--- src/rtl/seq_detector.sv ---
// ---------------------------------------------------------------------------
// seq_detector
//   Serial pattern detector. Each accepted sample of X is appended to a short
//   history; a match is flagged when the last LEN samples equal PATTERN.
//   Output Q is either the combinational match term (Mealy) or a registered
//   copy of it (Moore). Accepted matches are counted in a saturating counter.
//
// Parameters
//   LEN      pattern length in bits (2..16)
//   PATTERN  LEN-bit target, MSB = oldest sample, LSB = newest sample
//   OVERLAP  1: trailing bits of a match may start the next one
//            0: history restarts after every match
//   MOORE    0: Q combinational (Mealy), 1: Q registered (Moore)
//   CNT_W    width of the match counter
//
// Ports
//   clk    in   1      system clock, rising edge
//   reset  in   1      asynchronous, active-low reset
//   X      in   1      serial data bit
//   en     in   1      sample enable; low holds all state
//   clr    in   1      synchronous clear of history, fill and counter
//   Q      out  1      match flag
//   count  out  CNT_W  saturating count of accepted matches
//   sat    out  1      high while count is all-ones
// ---------------------------------------------------------------------------
module seq_detector #(
    parameter int unsigned      LEN     = 4,
    parameter logic [LEN-1:0]   PATTERN = 4'b1011,
    parameter bit               OVERLAP = 1'b1,
    parameter bit               MOORE   = 1'b0,
    parameter int unsigned      CNT_W   = 8
) (
    input  logic             clk,
    input  logic             reset,
    input  logic             X,
    input  logic             en,
    input  logic             clr,
    output logic             Q,
    output logic [CNT_W-1:0] count,
    output logic             sat
);

    // fill counts 0..LEN-1, so $clog2(LEN) bits always suffice for LEN >= 2
    localparam int unsigned       FILL_W   = $clog2(LEN);
    localparam logic [FILL_W-1:0] FILL_MAX = FILL_W'(LEN - 1);
    localparam logic [CNT_W-1:0]  CNT_MAX  = {CNT_W{1'b1}};

    logic [LEN-2:0]    sh_r;       // previous LEN-1 samples, newest in bit 0
    logic [FILL_W-1:0] fill_r;     // number of valid bits held in sh_r
    logic [CNT_W-1:0]  count_r;
    logic              qreg_r;

    logic [LEN-1:0]    window_s;   // history plus the sample being presented
    logic              fill_full_s;
    logic              cnt_full_s;
    logic              match_now_s;
    logic              q_s;

    assign window_s    = {sh_r, X};
    assign fill_full_s = (fill_r == FILL_MAX);
    assign cnt_full_s  = (count_r == CNT_MAX);

    // A match needs a fully valid history so stale or power-up zeros never fire
    assign match_now_s = en & ~clr & fill_full_s & (window_s == PATTERN);

    // History, fill level, match counter and Moore flag
    always_ff @(posedge clk or negedge reset) begin
        if (!reset) begin
            sh_r    <= '0;
            fill_r  <= '0;
            count_r <= '0;
            qreg_r  <= 1'b0;
        end else if (clr) begin
            sh_r    <= '0;
            fill_r  <= '0;
            count_r <= '0;
            qreg_r  <= 1'b0;
        end else begin
            // match_now_s is already low when en is low
            qreg_r <= match_now_s;
            if (en) begin
                sh_r <= window_s[LEN-2:0];
                if (match_now_s && !OVERLAP) begin
                    fill_r <= '0;
                end else if (!fill_full_s) begin
                    fill_r <= fill_r + 1'b1;
                end else begin
                    fill_r <= fill_r;
                end
                if (match_now_s && !cnt_full_s) begin
                    count_r <= count_r + 1'b1;
                end else begin
                    count_r <= count_r;
                end
            end else begin
                sh_r    <= sh_r;
                fill_r  <= fill_r;
                count_r <= count_r;
            end
        end
    end

    // Output flag source selected by the MOORE parameter
    always_comb begin
        q_s = 1'b0;
        if (MOORE) begin
            q_s = qreg_r;
        end else begin
            q_s = match_now_s;
        end
    end

    assign Q     = q_s;
    assign count = count_r;
    assign sat   = cnt_full_s;

endmodule
--- config.mk ---
export PLATFORM = sky130hd
export DESIGN_NAME = seq_detector
export DESIGN_NICKNAME = d
export VERILOG_FILES = /design/src/rtl/seq_detector.sv
export SDC_FILE = /design/constraint.sdc
export NUM_CORES = 1
export LEC_CHECK = 0
export BUFFER_PORTS_ARGS = -buffer_cell sky130_fd_sc_hd__buf_2
export CORE_AREA = 2 2 39 41
export DETAILED_ROUTE_END_ITERATION = 12
export DIE_AREA = 0 0 41 43
export PLACE_DENSITY = 0.76
export SLEW_MARGIN = 20
export SYNTH_ARGS = -nofsm -noshare
export SYNTH_HDL_FRONTEND = slang
export SYNTH_SLANG_ARGS = --single-unit
--- constraint.sdc ---
create_clock -name clk -period 3.95 [get_ports clk]
set_input_delay 0.5925 -clock clk [delete_from_list [all_inputs] [get_ports clk]]
set_output_delay 0.5925 -clock clk [all_outputs]
set_load 0.03 [all_outputs]
==> flow_metrics.py, run 1 <==
metrics = {
    "status": {
        "outcome": "finished clean",
    },
    "clock_tree": {
        "tritoncts_clock_tree": "done",
        "tritoncts.num_buffers": 3,
        "cts_htree_levels": 1,
        "clkTransAtPathRegs_ns": 0.08,
        "cts.root.buffer_cell": "sky130_fd_sc_hd__clkbuf_4",
        "clock_latency_late_sink_ns": 0.28,
        "holdBufCountCts": 0,
        "cts-root-to-sink-buffers": 2,
        "cts_resized": 0,
        "cts.sink_count": 13,
        "postCtsSetupBuffers": 0,
    },
    "synthesis": {
        "netlist_area_um2": 706,
        "syn_inst": 70,
        "synth_cell_type_count": 28,
        "ys_ff_latch": 13,
        "synth_nets": 77,
        "synth.yosys.seq_area_share": 0.461,
        "avg_synthesized_cell_area_um2": 10.1,
        "yosys_warn_count": 0,
    },
    "timing": {
        "fin_setup_tns_ns": 0,
        "max_clock_freq_mhz": 495,
        "finalClockSkew_ns": 0.00558,
        "worst_slack_on_hold_paths_ns": 0.185,
        "final_period_minus_worst_setup_slack_ns": 2.02,
        "layout_worst_path_cycle_share": 0.512,
        "tightestPinTransition_ns": 0.467,
        "finalMaxSlewViolations": 0,
        "unrepaired_setup_endpoints_after_global_routing": "no",
        "total_of_endpoints_with_negative_setup_slack_in_the_final_report": 0,
        "finalHoldViolCount": 0,
        "timing.slew.headroom": 0.688,
    },
    "floorplan": {
        "die_x_um": 41,
        "initial_utilization": 0.510,
        "core_area_um2": 1380,
        "die_area_um2": 1760,
        "fp.dieH_um": 43,
        "fp-row-count": 14,
        "top_level_ports": 15,
    },
    "route": {
        "final_antenna_net_count": 0,
        "drt_first_pass_iters": 4,
        "detail_route.wirelength_mm": 1.28,
        "remaining_drcs": 0,
        "first_iter_violations": 8,
        "routedWlPerCell_um": 12.6,
        "route.vias.total": 548,
        "route.detailed.vias_per_inst": 5.43,
    },
    "power": {
        "total_switching_power_mw": 0.0541,
        "comb_power_share": 0.067,
        "power_switching_share": 0.229,
        "power_density_nw_per_um2": 297,
        "cellLeakagePower_nw": 0.436,
        "irDropWorstVdd_mv": 0.223,
        "cell_internal_pwr_mw": 0.182,
        "p_seq_frac": 0.586,
        "p_clk_frac": 0.347,
    },
    "layout": {
        "final_net_count": 93,
        "layout.area.seq_um2": 325,
        "mostFrequentLayoutCells": "14 x sky130_fd_sc_hd__buf_2, 13 x sky130_fd_sc_hd__dfrtp_1, 9 x sky130_fd_sc_hd__nor2_1",
        "fillCellCount": 127,
        "syn_to_final_growth_pct": 12.8,
        "n_antenna_cell": 0,
        "layout.core_utilization": 0.575,
        "layout-drive-gt1-share": 0.235,
        "total_area_of_multi_input_combinational_cells_um2": 350,
        "final_common_cell": "sky130_fd_sc_hd__buf_2",
    },
    "place": {
        "io_buffer_count": 14,
        "place_hpwl_um": 933,
        "gpl.final_weighted_congestion": 0.720,
    },
    "global_route": {
        "via_count_of_the_first_global_routing_pass": 514,
        "grt_start_max_net_pins": 14,
        "first_pass_grt_wire_length_mm": 2.14,
        "globalRouteOverflowTotal": 0,
        "antenna_found_initial": 0,
        "groute.usage.overall": 0.182,
    },
    "worst_setup_path": {
        "crit_arrival_ns": 1.43,
        "path_class": "reg -> out",
        "critPathCaptureType": "primary output",
        "critical_path_required_ns": 3.36,
        "crit_fanout": 6,
        "setup.worst_path.start_class": "register",
    },
    "min_path": {
        "hold_path.class": "in -> async",
    },
    "run": {
        "drv.max_cap_violation_count": 0,
    },
}
## synth_stat cells (all sizes together)
cell type	number	area, um^2
nand2b	2	12.5
mux2i	4	40.0
and2	1	6.26
nor2b	2	15.0
o21ai	4	20.0
nand4	2	18.8
and3b	1	8.76
nor3	1	5.00
or3	3	18.8
a21o	4	30.0
o211ai	1	12.5
nand3	4	20.0
ha	2	25.0
dfrtp	13	325
a211o	1	8.76
buf	3	26.3
nand3b	1	7.51
nor2	9	33.8
a21oi	4	20.0
and4b	1	10.0
o2bb2ai	1	8.76
nand2	3	11.3
inv	1	3.75
xnor2	2	17.5
## path summary, 6_finish.rpt
kind	from	slack [ns]	end	cells after the start
setup / recovery	count[0]	1.93	sat	4
hold reg to reg	sh_r[2]	0.53	sh_r[2]	2
hold / removal	reset	0.18	count[6]	1
max in group asynchronous	reset	3.53	fill_r[0]	1
setup reg to reg	count[0]	2.09	count[4]	5
min in group clk	sh_r[2]	0.53	sh_r[2]	2
## cells by family (layout without fill, tap and decap cells)
group / after synthesis / after routing / synth area share
adder cells (fa/ha/maj): 2 / 2 / 0.0355
flip-flops: 13 / 13 / 0.461
buffers and inverters: 4 / 19 / 0.0425
AO/OA/AOI/OAI: 15 / 15 / 0.142
XOR/XNOR: 2 / 2 / 0.0248
AND/OR/NAND/NOR: 30 / 30 / 0.238
multiplexers: 4 / 4 / 0.0567
## worst max-delay path, cell delays in order, from the launching register on
cell and delay, ns:
sky130_fd_sc_hd__dfrtp_1 0.43, sky130_fd_sc_hd__ha_1 0.27, sky130_fd_sc_hd__nand3_1 0.15, sky130_fd_sc_hd__nor2_1 0.10, sky130_fd_sc_hd__buf_2 0.20
## registers in the layout, summed over array words and instances, names as in the netlist
signal,flops
fill_r,2
count,8
sh_r,3
## through the flow
stage | instance area (um^2) | setup WS, ns | power (mW) | cells
after detailed placement | 769 | 2.05 | 0.157 | 97
after global routing | 796 | 1.83 | 0.244 | 101
after CTS | 796 | 1.93 | 0.238 | 101
final | 796 | 1.93 | 0.236 | 101
after floorplan | 706 | 1.97 | 0.152 | 70
after global placement | 769 | 2.04 | 0.157 | 97
## power groups by stage
| stage | Sequential (mW) | Combinational (mW) | Clock, mW |
|---|---|---|---|
| detailed placement | 0.141 | 0.0163 | 0 |
| floorplan | 0.141 | 0.0116 | 0 |
| global route | 0.139 | 0.0192 | 0.0859 |
| finish | 0.139 | 0.0158 | 0.0819 |
| global placement | 0.141 | 0.0157 | 0 |
| CTS | 0.139 | 0.0164 | 0.0830 |
## cell type report
| cell class | count | area share |
|---|---|---|
| clock buffers | 4 | 0.0330 |
| flip-flops and latches | 13 | 0.409 |
| repair buffers | 14 | 0.0881 |
| inverters | 1 | 0.00472 |
| multi-input cells | 53 | 0.440 |
| well taps | 16 | 0.0252 |
## per-layer routing
layer,global-route usage,share of wire,vias up,routed length [um]
li1,-,-,278,-
met5,0,0,-,0
met1,0.252,0.46,250,585
met2,0.259,0.45,16,579
met4,0.0800,0.024,0,31
met3,0.0471,0.061,4,78
Note: power is estimated with default switching activity, not from simulation.
==> inputs of run 2 (changes only) <==
- ABC_AREA: unset -> 1
- CORE_AREA: 2 2 39 41 -> unset
- CORE_UTILIZATION: unset -> 53
- DIE_AREA: 0 0 41 43 -> unset
- PLACE_DENSITY: 0.76 -> 0.75
- clock period: 3.95 -> 2.1 ns (I/O delays scaled with it)
==> run 2 against run 1 <==
- utilization rose by 10 points
- synthesized area rose by 14%
- clock skew fell by 0.0036 ns
- clock power rose by 99%
- cell area rose by 17%
- worst hold slack improved by 0.055 ns
- critical path depth did not move
- setup slack got worse by 1.6 ns
- first-iteration DRC count rose to 2.5 times the previous value
- clock-buffer cell count fell by 1
- register-to-register slack got worse by 1.3 ns
- largest cell class unchanged
==> flow_metrics.py, run 2 <==
metrics = {
    "layout": {
        "final_net_count": 145,
        "final_common_cell": "sky130_fd_sc_hd__nand2_1",
        "stdcell_count": 152,
        "layout.area.seq_um2": 325,
        "mostFrequentLayoutCells": "36 x sky130_fd_sc_hd__nand2_1, 21 x sky130_fd_sc_hd__nand3_1, 18 x sky130_fd_sc_hd__inv_1",
        "total_area_of_multi_input_combinational_cells_um2": 398,
        "largest_register_ffs": 8,
        "fin_area_um2": 928,
        "layout-drive-gt1-share": 0.182,
        "fillCellCount": 127,
        "n_antenna_cell": 0,
        "layout.core_utilization": 0.679,
        "syn_to_final_growth_pct": 15.0,
    },
    "min_path": {
        "hold_path.class": "in -> reg",
    },
    "clock_tree": {
        "cts.sink_count": 13,
        "tritoncts_clock_tree": "done",
        "holdBufCountCts": 1,
        "cts_htree_levels": 1,
        "tritoncts.num_buffers": 3,
        "cts.root.buffer_cell": "sky130_fd_sc_hd__clkbuf_4",
        "postCtsSetupBuffers": 0,
        "clock_latency_late_sink_ns": 0.28,
        "clkTransAtPathRegs_ns": 0.09,
        "cts-root-to-sink-buffers": 2,
        "cts_resized": 0,
    },
    "synthesis": {
        "avg_synthesized_cell_area_um2": 6.78,
        "synth_top_flop_cell": "sky130_fd_sc_hd__dfrtp_1",
        "yosysMostFrequentCell": "sky130_fd_sc_hd__nand2_1",
        "synth_cell_type_count": 15,
        "synth_edf_count": 0,
        "ys_ff_latch": 13,
        "netlist_area_um2": 807,
        "netlist.area_leader.share": 0.403,
        "yosys_warn_count": 0,
        "syn_inst": 119,
        "synth.yosys.seq_area_share": 0.403,
        "synth_largest_area_cell": "sky130_fd_sc_hd__dfrtp_1",
        "synth_top_cells_by_area": "sky130_fd_sc_hd__dfrtp_1 40%, sky130_fd_sc_hd__nand2_1 17%, sky130_fd_sc_hd__nand3_1 13%",
        "synth_async_reset_ratio": 1.00,
        "synth_nets": 126,
        "post_synth_most_frequent_cells": "36 x sky130_fd_sc_hd__nand2_1, 21 x sky130_fd_sc_hd__nand3_1, 18 x sky130_fd_sc_hd__inv_1, 13 x sky130_fd_sc_hd__dfrtp_1, 12 x sky130_fd_sc_hd__nor2_1",
    },
    "floorplan": {
        "fp.dieH_um": 41.0,
        "core_area_um2": 1370,
        "die_x_um": 41.0,
        "fp-row-count": 13,
        "top_level_ports": 15,
        "die_area_um2": 1680,
        "initial_utilization": 0.591,
    },
    "worst_setup_path": {
        "critical_path.top_delay_family": "flip-flops",
        "critical-path-max-stage-delay_ns": 0.42,
        "crit_arrival_ns": 1.46,
        "critical_path.slowest_cell": "sky130_fd_sc_hd__dfrtp_1",
        "critical_path_required_ns": 1.78,
        "critPathCaptureType": "primary output",
        "setup.worst_path.start_class": "register",
        "critical_path_buf_inv_count": 1,
        "crit_fanout": 5,
        "crit_path_cell_chain": "ha_1 -> nand3_1 -> nor2_4 -> buf_2",
        "path_class": "reg -> out",
    },
    "run": {
        "drv.max_cap_violation_count": 0,
    },
    "place": {
        "place_hpwl_mm": 1.25,
        "dp.cells": 147,
        "io_buffer_count": 14,
        "gpl.final_weighted_congestion": 0.880,
        "postPlaceCellArea_um2": 891,
    },
    "route": {
        "route.detailed.vias_per_inst": 5.17,
        "remaining_drcs": 0,
        "route.vias.total": 786,
        "routedWlPerCell_um": 11.7,
        "drt_first_pass_iters": 4,
        "first_iter_violations": 20,
        "final_antenna_net_count": 0,
        "detail_route.wirelength_mm": 1.77,
    },
    "timing": {
        "tightestPinTransition_ns": 0.429,
        "max_clock_freq_mhz": 562,
        "finalClockSkew_ns": 0.00198,
        "finalMaxSlewViolations": 0,
        "fin_setup_tns_ns": 0,
        "finalHoldViolCount": 0,
        "unrepaired_setup_endpoints_after_global_routing": "no",
        "final_period_minus_worst_setup_slack_ns": 1.78,
        "layout_worst_path_cycle_share": 0.847,
        "total_of_endpoints_with_negative_setup_slack_in_the_final_report": 0,
        "timing.slew.headroom": 0.711,
    },
    "global_route": {
        "globalRouteOverflowTotal": 0,
        "via_count_of_the_first_global_routing_pass": 674,
        "antenna_found_initial": 0,
        "first_pass_grt_wire_length_mm": 2.85,
        "groute.usage.overall": 0.275,
        "grt_start_max_net_pins": 16,
    },
    "power": {
        "irDropWorstVdd_mv": 0.437,
        "power_density_nw_per_um2": 510,
        "cellLeakagePower_nw": 0.538,
    },
    "status": {
        "outcome": "finished clean",
    },
}
==> run 2: cell count changes after synthesis, moves of 4 or more <==
cell / delta
sky130_fd_sc_hd__a21o_1: -4
sky130_fd_sc_hd__a21oi_1: -4
sky130_fd_sc_hd__inv_1: +17
sky130_fd_sc_hd__mux2i_1: -4
sky130_fd_sc_hd__nand2_1: +33
sky130_fd_sc_hd__nand3_1: +17
==> run 2: final timing paths <==
path,to,depth (start not counted),from,slack (ns)
setup reg to reg,count[1],6,count[0],0.77
min in group asynchronous,count[7],2,reset,0.43
max in group asynchronous,count[4],2,reset,1.44
setup / recovery,sat,4,count[0],0.32
hold / removal,sh_r[2],2,clr,0.24
hold reg to reg,fill_r[1],2,fill_r[1],0.56
==> run 2: area by class of cell <==
type,instances,share of cell area
multi-input cells,84,0.429
well taps,15,0.0202
clock inverters,1,0.00539
clock buffers,3,0.0243
flip-flops and latches,13,0.350
repair buffers,15,0.0863
inverters,21,0.0849
==> run 2: layer usage <==
metal,global-route usage,vias to the layer above,share of wire
met4,0.125,0,0.014
met1,0.353,352,0.48
li1,-,405,-
met2,0.422,25,0.45
met5,0,-,0
met3,0.0815,4,0.057
==> run 2: power by group <==
group | internal, mW | switching (mW) | leakage [nW]
combinational | 0.0154 | 0.0297 | 0.343
sequential | 0.259 | 0.00605 | 0.178
clock | 0.0708 | 0.0919 | 0.0177
==> run 2: cell families (layout without fill, tap and decap cells) <==
logic type / Yosys count / count (layout) / synth area share
xor gates and xnor gates: 1 / 1 / 0.0109
buffers and inverters: 22 / 40 / 0.104
AOI/OAI and AO/OA: 7 / 7 / 0.0465
and+or+nand+nor: 74 / 74 / 0.405
DFF: 13 / 13 / 0.403
adders and majority gates: 2 / 2 / 0.0310
==> run 2: through the flow <==
stage	hold slack, ns	power [mW]	setup WS (ns)
6_report	0.240	0.473	0.321
5_1_grt	0.229	0.499	0.235
4_1_cts	0.228	0.479	0.303
3_5_place_dp	0.215	0.314	0.630
3_3_place_gp	0.219	0.312	0.677
2_1_floorplan	0.0194	0.296	0.553
